==> config.mk <==
export PLATFORM = sky130hd
export DESIGN_NAME = uart_tx_scheduler_flat
export DESIGN_NICKNAME = d
export VERILOG_FILES = /design/src/rtl/uart_tx_scheduler_pkg.sv /design/src/rtl/uart_tx_scheduler_if.sv /design/src/rtl/uart_tx_scheduler_rr_pick.sv /design/src/rtl/uart_tx_scheduler.sv /design/src/flat_wrapper.sv
export SDC_FILE = /design/constraint.sdc
export NUM_CORES = 1
export LEC_CHECK = 0
export ABC_AREA = 1
export CAP_MARGIN = 40
export CORE_MARGIN = 2
export CORE_UTILIZATION = 48
export DETAILED_ROUTE_END_ITERATION = 6
export GPL_ROUTABILITY_DRIVEN = 0
export PLACE_DENSITY = 0.88
export SLEW_MARGIN = 20
export SYNTH_ARGS = -nofsm -noshare
export SYNTH_HDL_FRONTEND = slang
export SYNTH_HIERARCHICAL = 1
export SYNTH_SLANG_ARGS = --single-unit
==> constraint.sdc <==
create_clock -name clk -period 3.3 [get_ports clk]
set_clock_uncertainty 0.2 [all_clocks]
set_input_delay 0.33 -clock clk [delete_from_list [all_inputs] [get_ports clk]]
set_output_delay 0.33 -clock clk [all_outputs]
set_load 0.03 [all_outputs]
==> src/rtl/uart_tx_scheduler_pkg.sv <==
// Shared UART definitions: debug state encodings for the TX scheduler and the
// receiver, the default payload width and a small one-hot helper.
package uart_pkg;

  localparam int DATA_W_DEF = 8;

  typedef enum logic [1:0] {
    IDLE        = 2'd0,
    LAUNCH      = 2'd1,
    WAIT_ACCEPT = 2'd2,
    WAIT_DONE   = 2'd3
  } tx_sched_state_e;

  // Receiver encodings live here too so every UART block reports state alike.
  typedef enum logic [1:0] {
    RX_IDLE  = 2'd0,
    RX_START = 2'd1,
    RX_DATA  = 2'd2,
    RX_STOP  = 2'd3
  } rx_state_e;

  function automatic logic [2:0] oneHotToIdx(input logic [7:0] oh);
    logic [2:0] idx;
    idx = '0;
    for (int i = 0; i < 8; i++) begin
      if (oh[i]) idx = 3'(i);
    end
    return idx;
  endfunction

endpackage

==> src/rtl/uart_tx_scheduler_if.sv <==
// Requester and transmitter side signals of the UART TX scheduler; the
// scheduler uses the slave view, the environment the master view.
interface uart_tx_scheduler_if
  import uart_pkg::*;
#(
  parameter int N_REQ  = 4,
  parameter int DATA_W = DATA_W_DEF
);

  logic [N_REQ-1:0]        in_valid;
  logic [N_REQ*DATA_W-1:0] in_data;
  logic [N_REQ-1:0]        in_ready;
  logic                    tx_ready;
  logic                    tx_start;
  logic [DATA_W-1:0]       tx_data;
  logic [N_REQ-1:0]        grant;
  logic                    busy;
  logic [1:0]              state;

  modport master (
    output in_valid, in_data, tx_ready,
    input  in_ready, tx_start, tx_data, grant, busy, state
  );

  modport slave (
    input  in_valid, in_data, tx_ready,
    output in_ready, tx_start, tx_data, grant, busy, state
  );

endinterface

==> src/rtl/uart_tx_scheduler_rr_pick.sv <==
// Combinational round-robin picker: first set request at or above ptr_i,
// wrapping, returned one-hot.
module rr_pick #(
  parameter int N_REQ = 4,
  parameter int PW    = $clog2(N_REQ)
) (
  input  logic [N_REQ-1:0] req_i,
  input  logic [PW-1:0]    ptr_i,
  output logic [N_REQ-1:0] winner_o,
  output logic             any_o
);

  logic [N_REQ-1:0] reqRot;
  logic [N_REQ-1:0] winRot;

  // Rotate so ptr_i sits at bit 0, isolate the lowest set bit, rotate back.
  always_comb begin
    reqRot   = N_REQ'({req_i, req_i} >> ptr_i);
    winRot   = reqRot & (~reqRot + N_REQ'(1));
    winner_o = N_REQ'(({winRot, winRot} << ptr_i) >> N_REQ);
  end

  assign any_o = |req_i;

endmodule

==> src/rtl/uart_tx_scheduler.sv <==
// Shares one UART transmitter between N_REQ requesters with round-robin
// grants and a per-owner burst cap.
module uart_tx_scheduler
  import uart_pkg::*;
#(
  parameter int N_REQ     = 4,
  parameter int DATA_W    = DATA_W_DEF,
  parameter int MAX_BURST = 4
) (
  input  logic               clk,
  input  logic               reset,
  uart_tx_scheduler_if.slave bus
);

  localparam int              PW        = $clog2(N_REQ);
  localparam int              BW        = $clog2(MAX_BURST + 1);
  localparam logic [BW-1:0]   BURST_MAX = BW'(MAX_BURST);
  localparam logic [PW-1:0]   LAST_REQ  = PW'(N_REQ - 1);

  tx_sched_state_e   state_q, state_d;
  logic [PW-1:0]     rrPtr_q, rrPtr_d;
  logic [BW-1:0]     burstCnt_q, burstCnt_d;
  logic [DATA_W-1:0] txData_q, txData_d;
  logic              txStart_q, txStart_d;
  logic [N_REQ-1:0]  grant_q, grant_d;

  logic [N_REQ-1:0]  winner;
  logic [N_REQ-1:0]  sel;
  logic [N_REQ-1:0]  inReady;
  logic              anyValid;
  logic [DATA_W-1:0] selData;
  logic [PW-1:0]     ownerIdx;

  rr_pick #(
    .N_REQ (N_REQ),
    .PW    (PW)
  ) uPick (
    .req_i    (bus.in_valid),
    .ptr_i    (rrPtr_q),
    .winner_o (winner),
    .any_o    (anyValid)
  );

  // A new owner is chosen only from IDLE; afterwards the held grant selects.
  assign sel      = (state_q == IDLE) ? winner : grant_q;
  assign ownerIdx = PW'(oneHotToIdx(8'(grant_q)));

  always_comb begin
    selData = '0;
    for (int i = 0; i < N_REQ; i++) begin
      if (sel[i]) selData = selData | bus.in_data[i*DATA_W +: DATA_W];
    end
  end

  always_comb begin
    state_d    = state_q;
    rrPtr_d    = rrPtr_q;
    burstCnt_d = burstCnt_q;
    txData_d   = txData_q;
    txStart_d  = 1'b0;
    grant_d    = grant_q;
    inReady    = '0;
    case (state_q)
      IDLE: begin
        if (bus.tx_ready && anyValid) begin
          inReady    = winner;
          txData_d   = selData;
          grant_d    = winner;
          burstCnt_d = BW'(1);
          txStart_d  = 1'b1;
          state_d    = LAUNCH;
        end
      end
      LAUNCH: state_d = WAIT_ACCEPT;
      WAIT_ACCEPT: begin
        if (!bus.tx_ready) state_d = WAIT_DONE;
      end
      WAIT_DONE: begin
        // Frame-complete cycle doubles as the accept cycle of the next burst byte.
        if (bus.tx_ready) begin
          if ((|(bus.in_valid & grant_q)) && (burstCnt_q < BURST_MAX)) begin
            inReady    = grant_q;
            txData_d   = selData;
            burstCnt_d = burstCnt_q + BW'(1);
            txStart_d  = 1'b1;
            state_d    = LAUNCH;
          end else begin
            rrPtr_d    = (ownerIdx == LAST_REQ) ? '0 : ownerIdx + PW'(1);
            grant_d    = '0;
            burstCnt_d = '0;
            state_d    = IDLE;
          end
        end
      end
      default: state_d = IDLE;
    endcase
  end

  always_ff @(posedge clk or negedge reset) begin
    if (!reset) begin
      state_q    <= IDLE;
      rrPtr_q    <= '0;
      burstCnt_q <= '0;
      txData_q   <= '0;
      txStart_q  <= 1'b0;
      grant_q    <= '0;
    end else begin
      state_q    <= state_d;
      rrPtr_q    <= rrPtr_d;
      burstCnt_q <= burstCnt_d;
      txData_q   <= txData_d;
      txStart_q  <= txStart_d;
      grant_q    <= grant_d;
    end
  end

  // A requester must never see in_ready for a byte that reset throws away.
  assign bus.in_ready = reset ? inReady : '0;
  assign bus.tx_start = txStart_q;
  assign bus.tx_data  = txData_q;
  assign bus.grant    = grant_q;
  assign bus.busy     = (state_q != IDLE);
  assign bus.state    = state_q;

endmodule

==> src/flat_wrapper.sv <==
// flat-port wrapper written by rule: the top's interface ports become plain ports
module uart_tx_scheduler_flat import uart_pkg::*;
#(
  parameter int N_REQ     = 4,
  parameter int DATA_W    = DATA_W_DEF,
  parameter int MAX_BURST = 4
)
  (clk, reset, bus_in_valid, bus_in_data, bus_tx_ready, bus_in_ready, bus_tx_start, bus_tx_data, bus_grant, bus_busy, bus_state);
  uart_tx_scheduler_if #(.N_REQ(N_REQ), .DATA_W(DATA_W)) bus_i ();
  input  logic clk;
  input  logic reset;
  input wire logic [$bits(bus_i.in_valid)-1:0] bus_in_valid;
  input wire logic [$bits(bus_i.in_data)-1:0] bus_in_data;
  input wire logic [$bits(bus_i.tx_ready)-1:0] bus_tx_ready;
  output wire logic [$bits(bus_i.in_ready)-1:0] bus_in_ready;
  output wire logic [$bits(bus_i.tx_start)-1:0] bus_tx_start;
  output wire logic [$bits(bus_i.tx_data)-1:0] bus_tx_data;
  output wire logic [$bits(bus_i.grant)-1:0] bus_grant;
  output wire logic [$bits(bus_i.busy)-1:0] bus_busy;
  output wire logic [$bits(bus_i.state)-1:0] bus_state;
  assign bus_i.in_valid = bus_in_valid;
  assign bus_i.in_data = bus_in_data;
  assign bus_i.tx_ready = bus_tx_ready;
  assign bus_in_ready = bus_i.in_ready;
  assign bus_tx_start = bus_i.tx_start;
  assign bus_tx_data = bus_i.tx_data;
  assign bus_grant = bus_i.grant;
  assign bus_busy = bus_i.busy;
  assign bus_state = bus_i.state;
  uart_tx_scheduler #(.N_REQ(N_REQ), .DATA_W(DATA_W), .MAX_BURST(MAX_BURST)) u_core (.clk(clk), .reset(reset), .bus(bus_i));
endmodule
## Word level (Yosys, flattened, before mapping)

Cells that the tools add are included.

| word-level totals | value |
|---|---|
| bits in registers | 20 |
| output and inout bits | 20 |
| word-level logic and storage cells | 72 |

| cells by class | value |
|---|---|
| add/subtract/negate cells | 3 |
| order comparisons | 1 |
| equality and inequality tests | 8 |
| shifts and indexed selects | 2 |
| multiplexer cells | 34 |
| bitwise logic cells | 7 |
| reduce and logical (&&, ||, !) cells | 11 |

Operators with widths:

| operator | number |
|---|---|
| 2-to-1 mux 8 bit | 7 |
| 2-to-1 mux 4 bit | 7 |
| OR 8 bit | 3 |
| one-hot mux 4 bit (2 select lines) | 2 |
| one-hot mux 8 bit (2 select lines) | 1 |
| 2-to-1 mux 2 bit | 6 |
| 2-to-1 mux 3 bit | 3 |
| AND reduction 3 bit | 3 |
| AND 4 bit | 2 |
| one-hot mux 2 bit (4 select lines) | 1 |
| OR reduction 4 bit | 2 |
| << shifter 8 x 2 -> 8 bit | 1 |
| right shift 8 x 2 -> 4 bit | 1 |
| == test 2 bit, second input constant | 3 |
| != test 2 bit, second input constant | 3 |
| one-hot mux 3 bit (2 select lines) | 1 |
| 2-to-1 mux 1 bit | 5 |
| adder 4 x 1 -> 4 bit, second input constant | 1 |
| inverter 4 bit | 1 |
| AND reduction 4 bit | 1 |
| nonzero test 2 bit | 2 |
| adder 3 x 1 -> 3 bit, second input constant | 1 |
| less-than comparator 3 bit, second input constant | 1 |
| adder 2 x 1 -> 2 bit, second input constant | 1 |
| 6 further kinds | 7 |

## Logic depth before layout (Yosys ltp)

Gate-level depths: netlist (run 1).

| logic depth | value |
|---|---|
| depth in word-level cells | 16 |
| mapped depth | 16 |
| mapped depth without buffers | 15 |

## Hierarchy

Netlist (run 1), hierarchy kept.

By module, submodules not included:

| module | instances | cells an instance | area an instance (um^2) | sequential area each (um^2) |
|---|---|---|---|---|
| uart_tx_scheduler | 1 | 185 | 1328.8 | 500.5 |
| rr_pick | 1 | 53 | 291.5 | 0.0 |

## Worst setup path after synthesis (run 1)

No wires, ideal clock.

| timing path | value |
|---|---|
| kind | register to output |
| start point | reg u_core.state_q[0], in the netlist u_core/bus.state[0] |
| end point | out bus_in_ready[0] |
| data arrival time | 1.801 ns |
| path slack | 0.969 ns |
| cell stages (with the launch flop) | 8 |
| path buffers | 1 |
| path through | dfrtp_1 inv_1 ha_1 buf_6 inv_4 nor3_2 nand2_1 a21oi_1 |

| between the ends | value |
|---|---|
| cells in the longest elaborated chain, start to end | 3 |
| elaborated cells between the ends (all ways) | 4 |
| classes of those cells | 1 x eq/ne; 2 x mux; 1 x reduce/logical |

RTL lines:

| what | RTL line | RTL |
|---|---|---|
| from (decl) | uart_tx_scheduler.sv:20 | `tx_sched_state_e state_q, state_d;` |
| from (signal assigned) | uart_tx_scheduler.sv:108 | `state_q <= state_d;` |
| == test 2 bit / zero test 2 bit (equally long branches) | uart_tx_scheduler.sv:63 | `case (state_q)` |
| one-hot mux 4 bit (2 select lines) * | uart_tx_scheduler.sv:63 |  |
| 2-to-1 mux 4 bit * | uart_tx_scheduler.sv:118 | `assign bus.in_ready = reset ? inReady : '0;` |
| to (decl) | flat_wrapper.sv:15 | `output wire logic [$bits(bus_i.in_ready)-1:0] bus_in_ready;` |

Every way passes the cells marked *; elsewhere a longest branch is shown, timed or not.

## Worst setup path in the final report (run 1)

| timing path | value |
|---|---|
| start point | reg u_core.rrPtr_q[0] |
| end point | out bus_in_ready[3] |

| between the ends | value |
|---|---|
| cells in the longest elaborated chain, start to end | 8 |

RTL lines:

| what | RTL line | RTL |
|---|---|---|
| from (decl) | uart_tx_scheduler.sv:21 | `logic [PW-1:0] rrPtr_q, rrPtr_d;` |
| from (signal assigned) | uart_tx_scheduler.sv:109 | `rrPtr_q <= rrPtr_d;` |
| right shift 8 x 2 -> 4 bit | uart_tx_scheduler_rr_pick.sv:18 | `reqRot = N_REQ'({req_i, req_i} >> ptr_i);` |
| inverter 4 bit | uart_tx_scheduler_rr_pick.sv:19 | `winRot = reqRot & (~reqRot + N_REQ'(1));` |
| adder 4 x 1 -> 4 bit | uart_tx_scheduler_rr_pick.sv:19 |  |
| AND 4 bit | uart_tx_scheduler_rr_pick.sv:19 |  |
| << shifter 8 x 2 -> 8 bit * | uart_tx_scheduler_rr_pick.sv:20 | `winner_o = N_REQ'(({winRot, winRot} << ptr_i) >> N_REQ);` |
| net u_core.winner[3] | uart_tx_scheduler.sv:27 | `logic [N_REQ-1:0] winner;` |
| 2-to-1 mux 4 bit * | uart_tx_scheduler.sv:65 | `if (bus.tx_ready && anyValid) begin` |
| one-hot mux 4 bit (2 select lines) * | uart_tx_scheduler.sv:63 |  |
| 2-to-1 mux 4 bit * | uart_tx_scheduler.sv:118 |  |

The timed path passes the listed nets; every way through them passes the cells marked *.

==> results.json, run 1 <==
{
  "path_buf_inv": 3,
  "fin_tns_setup_ps": 0,
  "yosysWarnings": 6,
  "worstPathMaxFanout": 9,
  "total_power_mw": 2.16,
  "grt_overflow": 0,
  "hp-class": "primary input to asynchronous set/reset pin",
  "r2r_cells": 14,
  "grt.total_usage": 0.238,
  "vias_per_cell": 5.24,
  "worstSetupEndpoint": "bus_in_ready[3]",
  "dr.pass1.iters": 5,
  "finalSetupViolations": 0,
  "antenna_left": 0,
  "cp_cell_sequence": "inv_8 > nand2_2 > nand3_1 > nand2_2 > inv_1 > nand3_1 > o21ai_0 > nand2_1 > nand2_1 > nand2_1 > a21oi_1 > clkdlybuf4s50_1",
  "drtIter0Drc": 119,
  "critPathRequiredTime_ps": 2770,
  "vias": 1796,
  "post-route-util": 0.688,
  "nets": 341,
  "postCtsHoldBufs": 0,
  "clock_sinks": 20,
  "grt_pass1_vias": 1583,
  "status": "finished clean",
  "slew_headroom": 0.734,
  "pre_cts_slack_ps": 203,
  "setup.worst_path.end_class": "output port",
  "setup_slack_ps": 198,
  "antenna_found_initial": 0,
  "syn_to_final_growth_pct": 39.5,
  "dieArea_um2": 3860,
  "netlist_top_cells_area": "dfrtp_1 (31%), nand2_1 (26%), nand3_1 (6.2%)",
  "synthCells": 238,
  "fin_crit_sh": 0.940,
  "tightestPinTransition_ps": 399,
  "rsz0062_at_grt": "no",
  "min_period_ps": 3100,
  "max_freq_mhz": 322,
  "numCtsBuffers": 3,
  "r2r_start": "u_core/rrPtr_q[1]$_DFFE_PN0P_",
  "final.fill_count": 272,
  "worst_r2r_endpoint": "u_core/bus.tx_data[0]$_DFFE_PN0P_",
  "worstSetupStartpoint": "u_core/rrPtr_q[0]$_DFFE_PN0P_",
  "grt_max_degree": 21,
  "register_area_um2": 503,
  "ys_seq_elements": 20,
  "power_leakage_nw": 1.03,
  "startpoint_type": "flip-flop",
  "cts_tree": "built",
  "syn_nets": 281,
  "ys_types": 27,
  "layout-drive-gt1-share": 0.135,
  "clockRootBuffer": "clkbuf_4",
  "grt_pass1_wl_um": 7430,
  "synth_area_leader_cell": "dfrtp_1",
  "hpwlAfterDp_um": 3340,
  "r2r_slack_ps": 1080,
  "synth_area_per_cell_um2": 6.81,
  "vdd_drop_max_mv": 0.612,
  "synth_edf_count": 0,
  "die_y_um": 62.1,
  "crit_family": "buffers and inverters",
  "clk-insertion-delay-late_ps": 300,
  "p_per_area_nw_per_um2": 954,
  "synth_top_area_frac": 0.309,
  "io_pins": 59,
  "slew_violations": 0,
  "maxCapViolations": 0,
  "cp_slowest_stage_delay_ps": 690,
  "crit_slowest_cell": "clkdlybuf4s50_1",
  "path_common_cell": "nand2_1",
  "core_um2": 3280,
  "start_util": 0.493,
  "hold_viol": 0,
  "htreeDepth": 1,
  "num_rows": 21,
  "worstSetupPathDepth": 12,
  "wl_um": 4360,
  "wl_per_cell_um": 12.7,
  "diodes": 0,
  "clk_path_buf_depth": 2,
  "port_buffers": 58,
  "die_x_um": 62.1,
  "clkSlewWorstSetupHoldPaths_ps": 120,
  "multi_input_area_um2": 983,
  "ys_seq_area_frac": 0.309,
  "syn-cell-area_um2": 1620,
  "post-route-drc-count": 0,
  "arrival_ps": 2570,
  "critPathKind": "flip-flop to output port",
  "synth-main-ff-cell": "dfrtp_1",
  "async_reset_ff_frac": 1.00
}
## layer usage
layer | up-vias | global-route usage | part of all wire
li1 | 898 | - | -
met1 | 816 | 0.331 | 0.43
met2 | 76 | 0.385 | 0.48
met3 | 6 | 0.0399 | 0.077
met4 | 0 | 0.0694 | 0.0087
met5 | - | 0 | 0
## cells in the final DEF, fill, tap and decap left out, drive strengths merged
cell           Yosys  final
ha                 4      4
dfrtp             20     20
nor3               2      2
or2                1      1
nand4             12     12
clkbuf             0      4
clkdlybuf4s50      0     58
a21oi              9      9
inv               19     19
nor2               6      6
nand3             22     22
o21ai             13     13
o211ai             2      2
nand2            122    122
or4                1      1
buf                5      2
## power by group
part / internal, mW / total [mW] / switching (mW) / leakage [nW]
combinational: 0.546 / 1.52 / 0.972 / 0.762
sequential: 0.356 / 0.491 / 0.135 / 0.250
clock: 0.0673 / 0.146 / 0.0789 / 0.0210
total: 0.969 / 2.16 / 1.19 / 1.03
## cells in the mapped netlist (3+ instances only)
cell type and instances:
inv_2 4, o21ai_2 5, nand2_1 111, dfrtp_1 20
ha_1 4, nand2_4 3, buf_6 4, nand4_1 12
o21ai_0 5, inv_1 12, a21oi_1 9, nand2_2 8
nand3_1 20
## flip-flops by register name, indices dropped and copies added, names as in the netlist
register / flops
u_core/bus.tx_data: 8
u_core/bus.state: 2
u_core/rrPtr_q: 2
u_core/bus.grant: 4
u_core/bus.tx_start: 1
u_core/burstCnt_q: 3
## timing repair
action | in CTS | in global routing
endpoints found under the setup margin | 0 | 4
setup buffers | 0 | 0
resized for setup | 0 | 2
## kinds of logic (layout without fill, tap and decap cells)
group	Yosys count	count (layout)	synth area share
flip-flops	20	20	0.309
AO/OA/AOI/OAI	24	24	0.103
buffers and inverters	24	83	0.0842
AND/OR/NAND/NOR	166	166	0.473
adder cells (fa/ha/maj)	4	4	0.0309
## area by class of cell
type,count,area share
multi-input combinational,194,0.435
timing repair buffer,60,0.264
sequential,20,0.223
inverter,19,0.0371
tap,46,0.0255
clock buffer,4,0.0161
## stage by stage
stage,area (um2),hold slack [ps],std cells
final,2260,241,343
after global placement,2220,261,339
after CTS,2260,248,343
after floorplan,1620,-166,238
after global routing,2260,245,343
after detailed placement,2220,275,339
## how the worst min path moves through the flow
stage          slack (ps)                                end                               from
2_1_floorplan        -170   u_core/burstCnt_q[0]$_DFFE_PN0P_                              reset
3_3_place_gp          260  u_core/bus.tx_data[1]$_DFFE_PN0P_  u_core/bus.tx_data[1]$_DFFE_PN0P_
3_5_place_dp          270  u_core/bus.tx_data[2]$_DFFE_PN0P_  u_core/bus.tx_data[2]$_DFFE_PN0P_
4_1_cts               250      u_core/rrPtr_q[0]$_DFFE_PN0P_                              reset
5_1_grt               240      u_core/rrPtr_q[0]$_DFFE_PN0P_                              reset
6_report              240    u_core/bus.grant[3]$_DFFE_PN0P_                              reset
(Power assumes the default switching activity.)
==> run 2, diff against run 1 <==
==> constraint.sdc (replaced) <==
create_clock -name clk -period 3.3 [get_ports clk]
set_clock_uncertainty 0.2 [all_clocks]
set_input_delay 0.66 -clock clk [delete_from_list [all_inputs] [get_ports clk]]
set_output_delay 0.66 -clock clk [all_outputs]
set_load 0.03 [all_outputs]
==> results.json, run 2 (synthesis gave the netlist of run 1 again) <==
{
  "status": "finished clean",
  "maxCapViolations": 0,
  "worstPathMaxFanout": 9,
  "antenna_left": 0,
  "finalSetupViolations": 0,
  "syn_to_final_growth_pct": 40.9,
  "register_area_um2": 500,
  "critPathKind": "flip-flop to output port",
  "fin_crit_sh": 0.914,
  "core_um2": 3280,
  "startpoint_type": "flip-flop",
  "drtIter0Drc": 109,
  "die_x_um": 62.1,
  "postCtsHoldBufs": 0,
  "hold_viol": 0,
  "clk_path_buf_depth": 2,
  "wl_per_cell_um": 13.0,
  "power_frac_seq": 0.218,
  "layout_common_cells": "nand2_1 (110), clkdlybuf4s50_1 (50), nand3_1 (20), dfrtp_1 (20)",
  "num_rows": 21,
  "vias": 1799,
  "clk-insertion-delay-late_ps": 320,
  "dr.pass1.iters": 5,
  "setup.worst_path.end_class": "output port",
  "diodes": 0,
  "port_buffers": 58,
  "max_freq_mhz": 331,
  "critPathRequiredTime_ps": 2440,
  "largest_reg_flops": 8,
  "grt_overflow": 0,
  "placed_area_um2": 2220,
  "post-route-util": 0.695,
  "tightestPinTransition_ps": 471,
  "clock_sinks": 20,
  "post_cts_buffers": 0,
  "numCtsBuffers": 3,
  "vdd_drop_max_mv": 0.590,
  "grt_pass1_wl_um": 7230,
  "cts_tree": "built",
  "power_leakage_nw": 1.09,
  "fin_tns_setup_ps": 0,
  "combPwrFrac": 0.692,
  "start_util": 0.493,
  "min_period_ps": 3020,
  "slew_headroom": 0.686,
  "rsz0062_at_grt": "no",
  "vias_per_cell": 5.23,
  "io_pins": 59,
  "dieArea_um2": 3860,
  "final_common_cell": "nand2_1",
  "clkSlewWorstSetupHoldPaths_ps": 120,
  "switchingPower_mw": 1.20,
  "placed_cells": 340,
  "slew_violations": 0,
  "layout-drive-gt1-share": 0.148,
  "swShare": 0.539,
  "grt_max_degree": 21,
  "p_clk_frac": 0.090,
  "antenna_found_initial": 0,
  "clockRootBuffer": "clkbuf_4",
  "nets": 342,
  "hpwlAfterDp_um": 3400,
  "htreeDepth": 1,
  "wl_um": 4480,
  "p_int_mw": 1.03,
  "hp-class": "flip-flop to flip-flop",
  "arrival_ps": 2160,
  "multi_input_area_um2": 986,
  "fin_cells": 344,
  "final.fill_count": 294,
  "p_per_area_nw_per_um2": 978,
  "post-route-drc-count": 0,
  "post_cts_resize_count": 0,
  "grt_pass1_vias": 1542,
  "die_y_um": 62.1,
  "design_area_um2": 2280,
  "grt.total_usage": 0.237
}
## run 2: cell types whose count changed in the layout (fill, tap and decap cells not counted), sizes merged
cell           delta
buf               +5
bufinv            +1
clkbuf            -1
clkdlybuf4s50     -8
dlymetal6s2s      +4
## run 2: worst max-delay path: stages, from the launching register on
cell and delay, ps:
dfrtp_1 630, inv_8 80, nand2_2 80, nand3_1 70, nand2_2 140, nand2_4 70, o21ai_2 150, nand3_1 80
nand2_1 130, nand2_1 70, a21oi_1 160, buf_4 180
## run 2: final timing paths
| check | startpoint | endpoint | slack (ps) | cells past startpoint |
|---|---|---|---|---|
| setup reg to reg | u_core/rrPtr_q[0]$_DFFE_PN0P_ | u_core/bus.tx_data[5]$_DFFE_PN0P_ | 890 | 16 |
| max in group asynchronous | reset | u_core/bus.tx_start$_DFF_PN0_ | 2110 | 2 |
| setup / recovery | u_core/rrPtr_q[0]$_DFFE_PN0P_ | bus_in_ready[1] | 280 | 11 |
| hold / removal | u_core/bus.tx_data[7]$_DFFE_PN0P_ | u_core/bus.tx_data[7]$_DFFE_PN0P_ | 290 | 2 |
| min in group asynchronous | reset | u_core/rrPtr_q[0]$_DFFE_PN0P_ | 570 | 2 |
| hold reg to reg | u_core/bus.tx_data[7]$_DFFE_PN0P_ | u_core/bus.tx_data[7]$_DFFE_PN0P_ | 290 | 2 |
## run 2: layer usage
layer  share of wire  vias up  GRT usage  wire [um]
met5               0        -          0          0
li1                -      900          -          -
met4           0.015        0     0.0778         65
met3           0.070        6     0.0580        313
met2            0.50       73      0.386       2220
met1            0.42      820      0.311       1880
## run 2: final cells by class
| type | count | share of cell area |
|---|---|---|
| clock buffer | 3 | 0.00986 |
| tap | 46 | 0.0252 |
| multi-input combinational | 194 | 0.432 |
| timing repair buffer | 61 | 0.264 |
| sequential | 20 | 0.219 |
| clock inverter | 1 | 0.0132 |
| inverter | 19 | 0.0367 |
## run 2: power by group through the flow
stage | registers, mW | logic, mW | clock network [mW]
final | 0.487 | 1.55 | 0.202
after global routing | 0.502 | 1.69 | 0.217
after CTS | 0.484 | 1.53 | 0.205
after detailed placement | 0.484 | 1.53 | 0
after global placement | 0.486 | 1.50 | 0
after floorplan | 0.593 | 0.976 | 0
## run 2: metrics by stage
stage | setup slack, ps | power (mW) | hold slack [ps]
floorplan | 598 | 1.57 | 164
global placement | 109 | 1.98 | 262
detailed placement | 77.8 | 2.01 | 271
CTS | 67.3 | 2.22 | 294
global route | 66.3 | 2.41 | 312
finish | 283 | 2.23 | 293
